--- config.mk ---
export PLATFORM = sky130hd
export DESIGN_NAME = counter_down_timer
export DESIGN_NICKNAME = d
export VERILOG_FILES = /design/src/rtl/counter_pkg.sv /design/src/rtl/counter_prescaler.sv /design/src/rtl/counter_down_timer.sv
export SDC_FILE = /design/constraint.sdc
export NUM_CORES = 1
export LEC_CHECK = 0
export CORE_ASPECT_RATIO = 0.9
export CORE_MARGIN = 2
export CORE_UTILIZATION = 25
export CTS_CLUSTER_DIAMETER = 40
export DETAILED_ROUTE_END_ITERATION = 8
export GPL_ROUTABILITY_DRIVEN = 0
export SYNTH_ARGS = -nofsm -noshare
export SYNTH_HDL_FRONTEND = slang
export SYNTH_SLANG_ARGS = --single-unit
--- constraint.sdc ---
create_clock -name clk -period 2.5 [get_ports clk]
set_input_delay 0.75 -clock clk [delete_from_list [all_inputs] [get_ports clk]]
set_output_delay 0.75 -clock clk [all_outputs]
set_load 0.01 [all_outputs]
--- src/rtl/counter_pkg.sv ---
// Shared definitions for the counter family: state encoding and default widths.
package counter_pkg;

    localparam int DEF_WIDTH       = 8;
    localparam int DEF_PRESC_WIDTH = 4;

    localparam logic [0:0] ST_IDLE = 1'b0;
    localparam logic [0:0] ST_RUN  = 1'b1;

endpackage

--- src/rtl/counter_prescaler.sv ---
// Enabled tick divider: one tick every div+1 enabled cycles, count wraps on the tick.
module counter_prescaler #(
    parameter int PRESC_WIDTH = 4
) (
    input  logic                   clk,
    input  logic                   rst,
    input  logic                   clr,
    input  logic                   en,
    input  logic [PRESC_WIDTH-1:0] div,
    output logic                   tick
);

    logic [PRESC_WIDTH-1:0] cnt;

    assign tick = en && (cnt == div);

    always_ff @(posedge clk) begin
        if (rst || clr) begin
            cnt <= '0;
        end else if (en) begin
            if (cnt == div) begin
                cnt <= '0;
            end else begin
                cnt <= cnt + 1'b1;
            end
        end
    end

endmodule

--- src/rtl/counter_down_timer.sv ---
// Loadable down-counting timer with prescaled tick, pause, abort and auto-reload.
//   state   | meaning
//   IDLE    | waiting for a load; load_ready high unless abort
//   RUN     | counting down on prescaled ticks; busy high
module counter_down_timer
    import counter_pkg::*;
#(
    parameter int WIDTH       = DEF_WIDTH,
    parameter int PRESC_WIDTH = DEF_PRESC_WIDTH
) (
    input  logic                   clk,
    input  logic                   rst,
    input  logic                   load_valid,
    output logic                   load_ready,
    input  logic [WIDTH-1:0]       load_value,
    input  logic                   load_reload,
    input  logic [PRESC_WIDTH-1:0] load_prescale,
    input  logic                   enable,
    input  logic                   abort,
    output logic [WIDTH-1:0]       count,
    output logic                   busy,
    output logic                   expired
);

    logic [0:0]             state;
    logic [PRESC_WIDTH-1:0] presc_q;
    logic                   reload_q;
    logic [WIDTH-1:0]       reload_val_q;
    logic                   accept;
    logic                   tick;

    assign load_ready = (state == ST_IDLE) && !abort;
    assign accept     = load_valid && load_ready;
    assign busy       = (state == ST_RUN);

    counter_prescaler #(
        .PRESC_WIDTH(PRESC_WIDTH)
    ) u_presc (
        .clk (clk),
        .rst (rst),
        .clr (abort || accept),
        .en  ((state == ST_RUN) && enable),
        .div (presc_q),
        .tick(tick)
    );

    always_ff @(posedge clk) begin
        if (rst) begin
            state        <= ST_IDLE;
            count        <= '0;
            expired      <= 1'b0;
            presc_q      <= '0;
            reload_q     <= 1'b0;
            reload_val_q <= '0;
        end else begin
            expired <= 1'b0;
            if (abort) begin
                state    <= ST_IDLE;
                count    <= '0;
                reload_q <= 1'b0;
            end else if (accept) begin
                count        <= load_value;
                presc_q      <= load_prescale;
                reload_q     <= load_reload;
                reload_val_q <= load_value;
                // A zero load expires immediately and never enters RUN, so reload cannot loop.
                if (load_value == '0) begin
                    expired <= 1'b1;
                end else begin
                    state <= ST_RUN;
                end
            end else if (tick) begin
                if (count > WIDTH'(1)) begin
                    count <= count - 1'b1;
                end else if (count == WIDTH'(1)) begin
                    expired <= 1'b1;
                    if (reload_q) begin
                        count <= reload_val_q;
                    end else begin
                        count <= '0;
                        state <= ST_IDLE;
                    end
                end
            end
        end
    end

endmodule

# == Yosys cells after proc, flatten, opt, wreduce, memory -nomap -nowiden ==
# Index checks and enable logic that the tools add are counted.
# classes
addsub,2
n_mul,0
n_div,0
order_cmp,1
eq_ne,5
n_shift,0
n_mux,17
bitwise,2
n_reduce_logical,15
# ops
op,count
two-way mux 8 bit,5
two-way mux 1 bit,11
== test 8 x 1 -> 1 bit (second input constant),1
greater-than comparator 8 x 1 -> 1 bit (second input constant),1
zero test 8 bit,1
subtractor 8 x 1 -> 8 bit (second input constant),1
AND reduction 5 bit,1
adder 4 x 1 -> 4 bit (second input constant),1
== test 4 bit,1
logical AND 1 bit,4
two-way mux 4 bit,1
inequality test 2 bit (second input constant),2
AND reduction 2 bit,2
nonzero test 2 bit,2
nonzero test 3 bit,1
logical OR 1 bit,2
inequality test 2 x 1 -> 1 bit (second input constant),1
inverter 1 bit,2
OR reduction 2 bit,1
zero test 1 bit,1
# word_totals
register_bits,27
latch_bits,0
mem_bits_rw,0
romBits,0
inputBits,18
out_inout_bits,11
wordCells,49
n_memories,0

# == Longest topological paths before layout ==
# depth
word_depth,5
ltp_mapped,9

# == Cells and area by module ==
# From an unflattened synthesis, not the netlist that was laid out.
# unflattened
hier_cells,183
hier_area_um2,1501.4
# modules_own_cells
mod,instances,cells_per_inst,area_each_um2,seq_area_each_um2
counter_down_timer,1,157,1234.9,460.4
counter_prescaler,1,26,266.5,80.1

# == Least setup slack after synthesis ==
# OpenSTA, ideal clock, no wires.
# synth_timing
path_type,reg2reg
startpoint,register count[4]
endpoint,register count[5]
arrival_time_ns,1.916
slack_ns,0.449
stages_incl_launch_ff,8
cell_sequence,dfxtp_1 buf_6 or4_4 buf_6 nor4_4 nor4_1 a311oi_1 a221oi_1
# synth_between
elab_chain_cells,4
word_cells_on_any_way,8
# synth_rtl
element,line,rtl
"start, declared",counter_down_timer.sv:20,"output logic [WIDTH-1:0] count,"
"start signal, assigned",counter_down_timer.sv:62,count <= load_value;
"start signal, assigned",counter_down_timer.sv:74,count <= count - 1'b1;
"start signal, assigned",counter_down_timer.sv:78,count <= reload_val_q;
subtractor 8 x 1 -> 8 bit / greater-than comparator 8 x 1 -> 1 bit (equally long branches),"counter_down_timer.sv:74, counter_down_timer.sv:73",
two-way mux 8 bit,counter_down_timer.sv:73,if (count > WIDTH'(1)) begin
two-way mux 8 bit,counter_down_timer.sv:72,end else if (tick) begin
two-way mux 8 bit,counter_down_timer.sv:61,end else if (accept) begin
# Parallel ways exist; a longest one is shown, timed or not. The select of a mux whose other input is x is not followed.
# A chain may end at the register's enable or synchronous reset.

# == Worst setup path after layout ==
# layout_timing
startpoint,input abort
endpoint,output load_ready
# layout_between
elab_chain_cells,2
# layout_rtl
element,line,rtl
"start, declared",counter_down_timer.sv:19,"input logic abort,"
zero test 1 bit,counter_down_timer.sv:32,assign load_ready = (state == ST_IDLE) && !abort;
logical AND 1 bit,counter_down_timer.sv:32,
"end, declared",counter_down_timer.sv:14,"output logic load_ready,"
# Every way passes these cells.

==> flow_summary.toml <==
[critical_path]
critical_path_class = "primary input to primary output"
startpoint_type = "primary input"
endpoint_kind = "primary output"
critPathArrivalTime_ns = 1.59
cp_data_required_time_ns = 1.75
cp_max_fo = 3

[route]
ant_nets = 0
wl_per_cell_um = 13.40
drt_iter0_markers = 80
viasPerCell = 4.923
postRouteWirelength_mm = 3.818
drc = 0
first_pass_iters = 4
via_count = 1403

[floorplanning]
die_w_um = 84.18
die_area_um2 = 6411
die_y_um = 76.16
ios = 29
core-area_um2 = 5628
fp-row-count = 26
initial_core_util_pct = 25.70

[clocking]
clock_latency_ns = 0.27
root_buffer = "clkbuf_8"
clk_pin_slew_ns = 0.10
hold_buffers = 0
clock_sinks = 27
cts_made_buffers = 3
cts_buffer_depth = 2
cts_setup_buffers = 0
cts_tree = "built"
cts_repair_resize_count = 1
cts_htree_levels = 1

[layout]
layout_commonest_cell = "nand2_1"
antenna_cells = 0
fin_nets = 237
final_layout_size_suffix_gt1_share_pct = 8.837
mostFrequentLayoutCells = "nand2_1 (35), dfxtp_1 (27), clkdlybuf4s50_1 (27)"
area.growth.synth_to_final_pct = 30.02

[min_path]
hold_path.class = "flip-flop to flip-flop"

[logic_synthesis]
syn_area_um2 = 1446
postSynthCellCount = 185
synth_edf_count = 0
synthArstFlopShare_pct = 0
postSynthAreaPerCell_um2 = 7.818
seq_area_frac_synth_pct = 37.37
ys_types = 37
yosysWarnings = 0
syn-num-nets = 206
ys_seq_elements = 27
synth_flop_cell = "dfxtp_1"

[grt]
grt_pass1_wl_mm = 6.354
overflow = 0
grt_antenna_before_repair = 0
grt_pass1_vias = 1254
grt_usage_pct = 12.08
grt_max_degree = 17

[pwr]
sw_frac_of_total_pct = 27.22
comb_power_share_pct = 17.7
pwr-share-seq_pct = 52.3
finalPower_mw = 0.8675
p_int_mw = 0.6314
p_clk_share_pct = 30.0
p_leak_nw = 0.6558
ir_worst_vdd_mv = 0.1831
power.density_nw_per_um2 = 461.3
power.switching_mw = 0.2361

[sta]
drv_slew = 0
fin_worst_skew_ns = 0.001953
tightest_slew_ns = 0.6127
relSlewSlack_pct = 58.85
hold_viol = 0
rsz0062_at_grt = "no"
clock.fmax_mhz = 426.9
fin_crit_sh_pct = 93.71
setup_viol = 0
setup_slack_ns = 0.1573
min_period_ns = 2.343

[outcome]
status = "finished clean"

[run]
drv_cap = 0

[placed_design]
hpwl_mm = 2.964
dp_slack_ns = -0.1156
port_buffers = 28
-- cells by family (layout without fill, tap and decap cells) --
family,count (synthesis),after routing,synth area share [%]
and+or+nand+nor,80,80,26.82
AOI/OAI and AO/OA,46,46,20.42
DFF,27,27,37.37
buffers and inverters,18,48,5.796
xor gates and xnor gates,7,7,4.239
muxes,4,4,2.768
adders and majority gates,3,3,2.595
-- critical path, stage by stage --
cell	delay, ns
clkdlybuf4s50_1	0.43
nor2_1	0.13
dlygate4sd2_1	0.28
-- state kept, by name, summed over array words and instances (netlist names) --
signal	cells
busy	1
count	8
expired	1
presc_q	4
reload_q	1
reload_val_q	8
u_presc.cnt	4
-- worst paths after layout --
| kind | slack, ns | from | depth (start not counted) | to |
|---|---|---|---|---|
| setup / recovery | 0.16 | abort | 3 | load_ready |
| hold / removal | 0.46 | reload_val_q[2] | 2 | reload_val_q[2] |
| setup reg to reg | 0.32 | count[4] | 5 | count[1] |
| hold reg to reg | 0.46 | reload_val_q[2] | 2 | reload_val_q[2] |
-- metrics by stage --
step           setup TNS, ns  utilization [%]  hold slack, ns  area (um^2)  instances
2_1_floorplan              0                -          0.4305         1446        185
3_3_place_gp        -0.09157            32.55          0.4433         1832        281
6_report                   0            33.41          0.4647         1881        285
4_1_cts                    0            33.39          0.4627         1879        285
5_1_grt                    0            33.41          0.4828         1881        285
3_5_place_dp         -0.1471            32.55          0.4481         1832        281
-- cell usage after synthesis (2+ instances only) --
| master | count | share of area (%) |
|---|---|---|
| nor2_1 | 13 | 3.4 |
| xor2_1 | 2 | 1.2 |
| clkbuf_1 | 8 | 2.1 |
| xnor2_1 | 5 | 3.0 |
| o21a_1 | 5 | 2.6 |
| nor3_1 | 3 | 1.0 |
| inv_1 | 5 | 1.3 |
| or3b_1 | 2 | 1.2 |
| a211oi_1 | 2 | 1.0 |
| buf_6 | 2 | 1.6 |
| or4_1 | 2 | 1.0 |
| o41ai_1 | 3 | 1.8 |
| ha_1 | 3 | 2.6 |
| o21ai_0 | 2 | 0.69 |
| a21oi_1 | 20 | 6.9 |
| a31oi_1 | 6 | 2.6 |
| or3_1 | 2 | 0.86 |
| mux2i_1 | 4 | 2.8 |
| o31ai_1 | 3 | 1.6 |
| nor4_1 | 3 | 1.3 |
| nand3_1 | 13 | 4.5 |
| buf_1 | 2 | 0.52 |
| dfxtp_1 | 27 | 37 |
| nand2_1 | 35 | 9.1 |
-- layout make-up --
class | count | area (um^2)
fill | 602 | 3747
multi-input combinational | 140 | 823.3
sequential | 27 | 540.5
timing repair buffer | 39 | 361.6
tap | 70 | 87.58
clock buffer | 3 | 41.29
inverter | 5 | 18.77
clock inverter | 1 | 7.507
-- power by group through the flow --
stage / Clock (mW) / Combinational [mW] / Sequential (mW)
global route: 0.287 / 0.169 / 0.456
finish: 0.260 / 0.154 / 0.454
floorplan: 0 / 0.0877 / 0.461
global placement: 0 / 0.153 / 0.463
CTS: 0.271 / 0.154 / 0.454
detailed placement: 0 / 0.154 / 0.464
-- layer usage --
metal / routed length, um / vias up / share of wire [%] / GRT usage, %
li1: - / 719 / - / -
met1: 1970 / 648 / 52 / 18.86
met2: 1655 / 34 / 43 / 17.22
met3: 175 / 2 / 4.6 / 1.733
met4: 17 / 0 / 0.45 / 2.903
met5: 0 / - / 0 / 0
Note: power is estimated with default switching activity, not from simulation.
==> RTL change (same settings) <==
Reset style: asynchronous (`rst`), changed in one clocked block.
--- a/src/rtl/counter_down_timer.sv
+++ b/src/rtl/counter_down_timer.sv
@@ -44,7 +44,7 @@
         .tick(tick)
     );
 
-    always_ff @(posedge clk) begin
+    always_ff @(posedge clk or posedge rst) begin
         if (rst) begin
             state        <= ST_IDLE;
             count        <= '0;
Check against the original RTL: differs if rst is asserted again (counterexample within 4 cycles, from zero or initial values and one cycle with rst high); with rst held inactive, the same outputs for 10 cycles.
==> RTL change against the unedited design <==
Clock skew increased by 0.0011 ns. Design area is 16% higher. Synthesized cell count fell by 9.7%. Sequential cell count stayed put. Worst hold slack gained 0.058 ns. Non-clock buffer count rose by 4. Wire length up 17%. First-iteration DRC count up 68%. Setup slack improved by 0.036 ns. Register-to-register slack got worse by 0.02 ns. Synthesized area up 16%. Highest routed layer unchanged.
Power is not compared: it rests on default switching activity, and its combinational part moved more than twofold at a synthesized area within 25%.
==> RTL change: results (changes against the unedited design) <==
| Metric | Value |
|---|---|
| Vias in the first global route | 1466 (+17%) |
| Number of DRC markers in iteration 0 | 134 (+68%) |
| Hold Path Sink | reload_val_q[6]$_DFFE_PP0P_ |
| Slew margin rel. | 0.6983 (+0.1098) |
| Ys flop type | dfrtp_1 |
| Final WL | 4474 um (+17%) |
| Setup WS pre-CTS | -0.06389 ns (+0.05170 ns) |
| GR Layer Usage met3 | 0.02018 (+0.002849) |
| Area of the multi-input gates | 952.2 um2 (+16%) |
| DR WL met2 | 1948 um (+18%) |
| Largest net degree at the start of global routing | 24 (+7) |
| GRT Total Usage | 0.1252 (+0.004383) |
| Worst EP arrival | 1.56 ns (-0.03 ns) |
| Synthesized net count | 188 (-8.7%) |
| DR WL met3 | 273 um (+56%) |
| Synth area leaders | dfrtp_1 (34%), mux2_2 (7.4%), dfxtp_1 (4.8%) |
| Tmin final | 2.307 ns (-0.03559 ns) |
| First-pass GRT wire length | 7465 um (+17%) |
| DR vias/cell | 4.925 (about the same) |
| Clk_skew | 0.003063 ns (+0.001110 ns) |
| R2R depth | 6 (+1) |
| Asr flop ratio synth | 0.8519 (+0.8519) |
| Syn Inst Count | 167 (-9.7%) |
| M1 WL | 2176 um (+10%) |
| Synth top area share | 0.3430 (-0.03067) |
| Hold path start | reload_val_q[6]$_DFFE_PP0P_ |
| DP Cell Count | 291 (+3.6%) |
| Outcome | finished clean |
| Met1 GRT Util | 0.1823 (-0.006299) |
| Fillers | 682 (+13%) |
| Reg2Reg Setup Slack | 0.30 ns (-0.02 ns) |
| Post-synthesis cell type count | 52 (+41%) |
==> RTL change: cell count changes after synthesis, moves of 4 or more <==
| cell | unedited run | this run |
|---|---|---|
| nand2_1 | 35 | 9 |
| a31oi_1 | 6 | 1 |
| o41ai_2 | 0 | 4 |
| o21a_1 | 5 | 1 |
| mux2_2 | 0 | 11 |
| mux2i_1 | 4 | 0 |
| dfrtp_1 | 0 | 23 |
| dfxtp_1 | 27 | 4 |
| nand3_1 | 13 | 5 |
| o211ai_1 | 0 | 6 |
| a21oi_1 | 20 | 6 |
==> RTL change: timing repair <==
item,in CTS,in global routing
endpoints found under the hold margin,0,0
endpoints found under the setup margin,1,0
resized for setup,1,0
==> RTL change: cells by family after synthesis <==
logic type	count (synthesis)	synth area share
buffers and inverters	14	0.04176
adder cells (fa/ha/maj)	3	0.02237
multiplexers	11	0.07383
AO/OA/AOI/OAI	47	0.2409
XOR/XNOR	10	0.05220
flip-flops	27	0.3908
AND/OR/NAND/NOR	55	0.1782
==> RTL change: layout make-up <==
type / instances / share of cell area
clock inverter: 1 / 0.002286
clock buffer: 3 / 0.01886
timing repair buffer: 43 / 0.1846
multi-input combinational: 126 / 0.4349
inverter: 5 / 0.008571
sequential: 27 / 0.2994
tap: 90 / 0.05143
==> RTL change: critical path: cells and delay by family <==
| kind | cells | cell delay (ns) |
|---|---|---|
| and+or+nand+nor | 1 | 0.04 |
| buffers and inverters | 2 | 0.77 |
==> RTL change: metrics by stage <==
step                      utilization  area, um2  hold slack (ns)
after floorplan                     -       1678           0.4752
after global placement         0.3273       2145           0.4931
after CTS                      0.3342       2190           0.5270
after global routing           0.3342       2190           0.5371
after detailed placement       0.3273       2145           0.5046
final                          0.3342       2190           0.5232
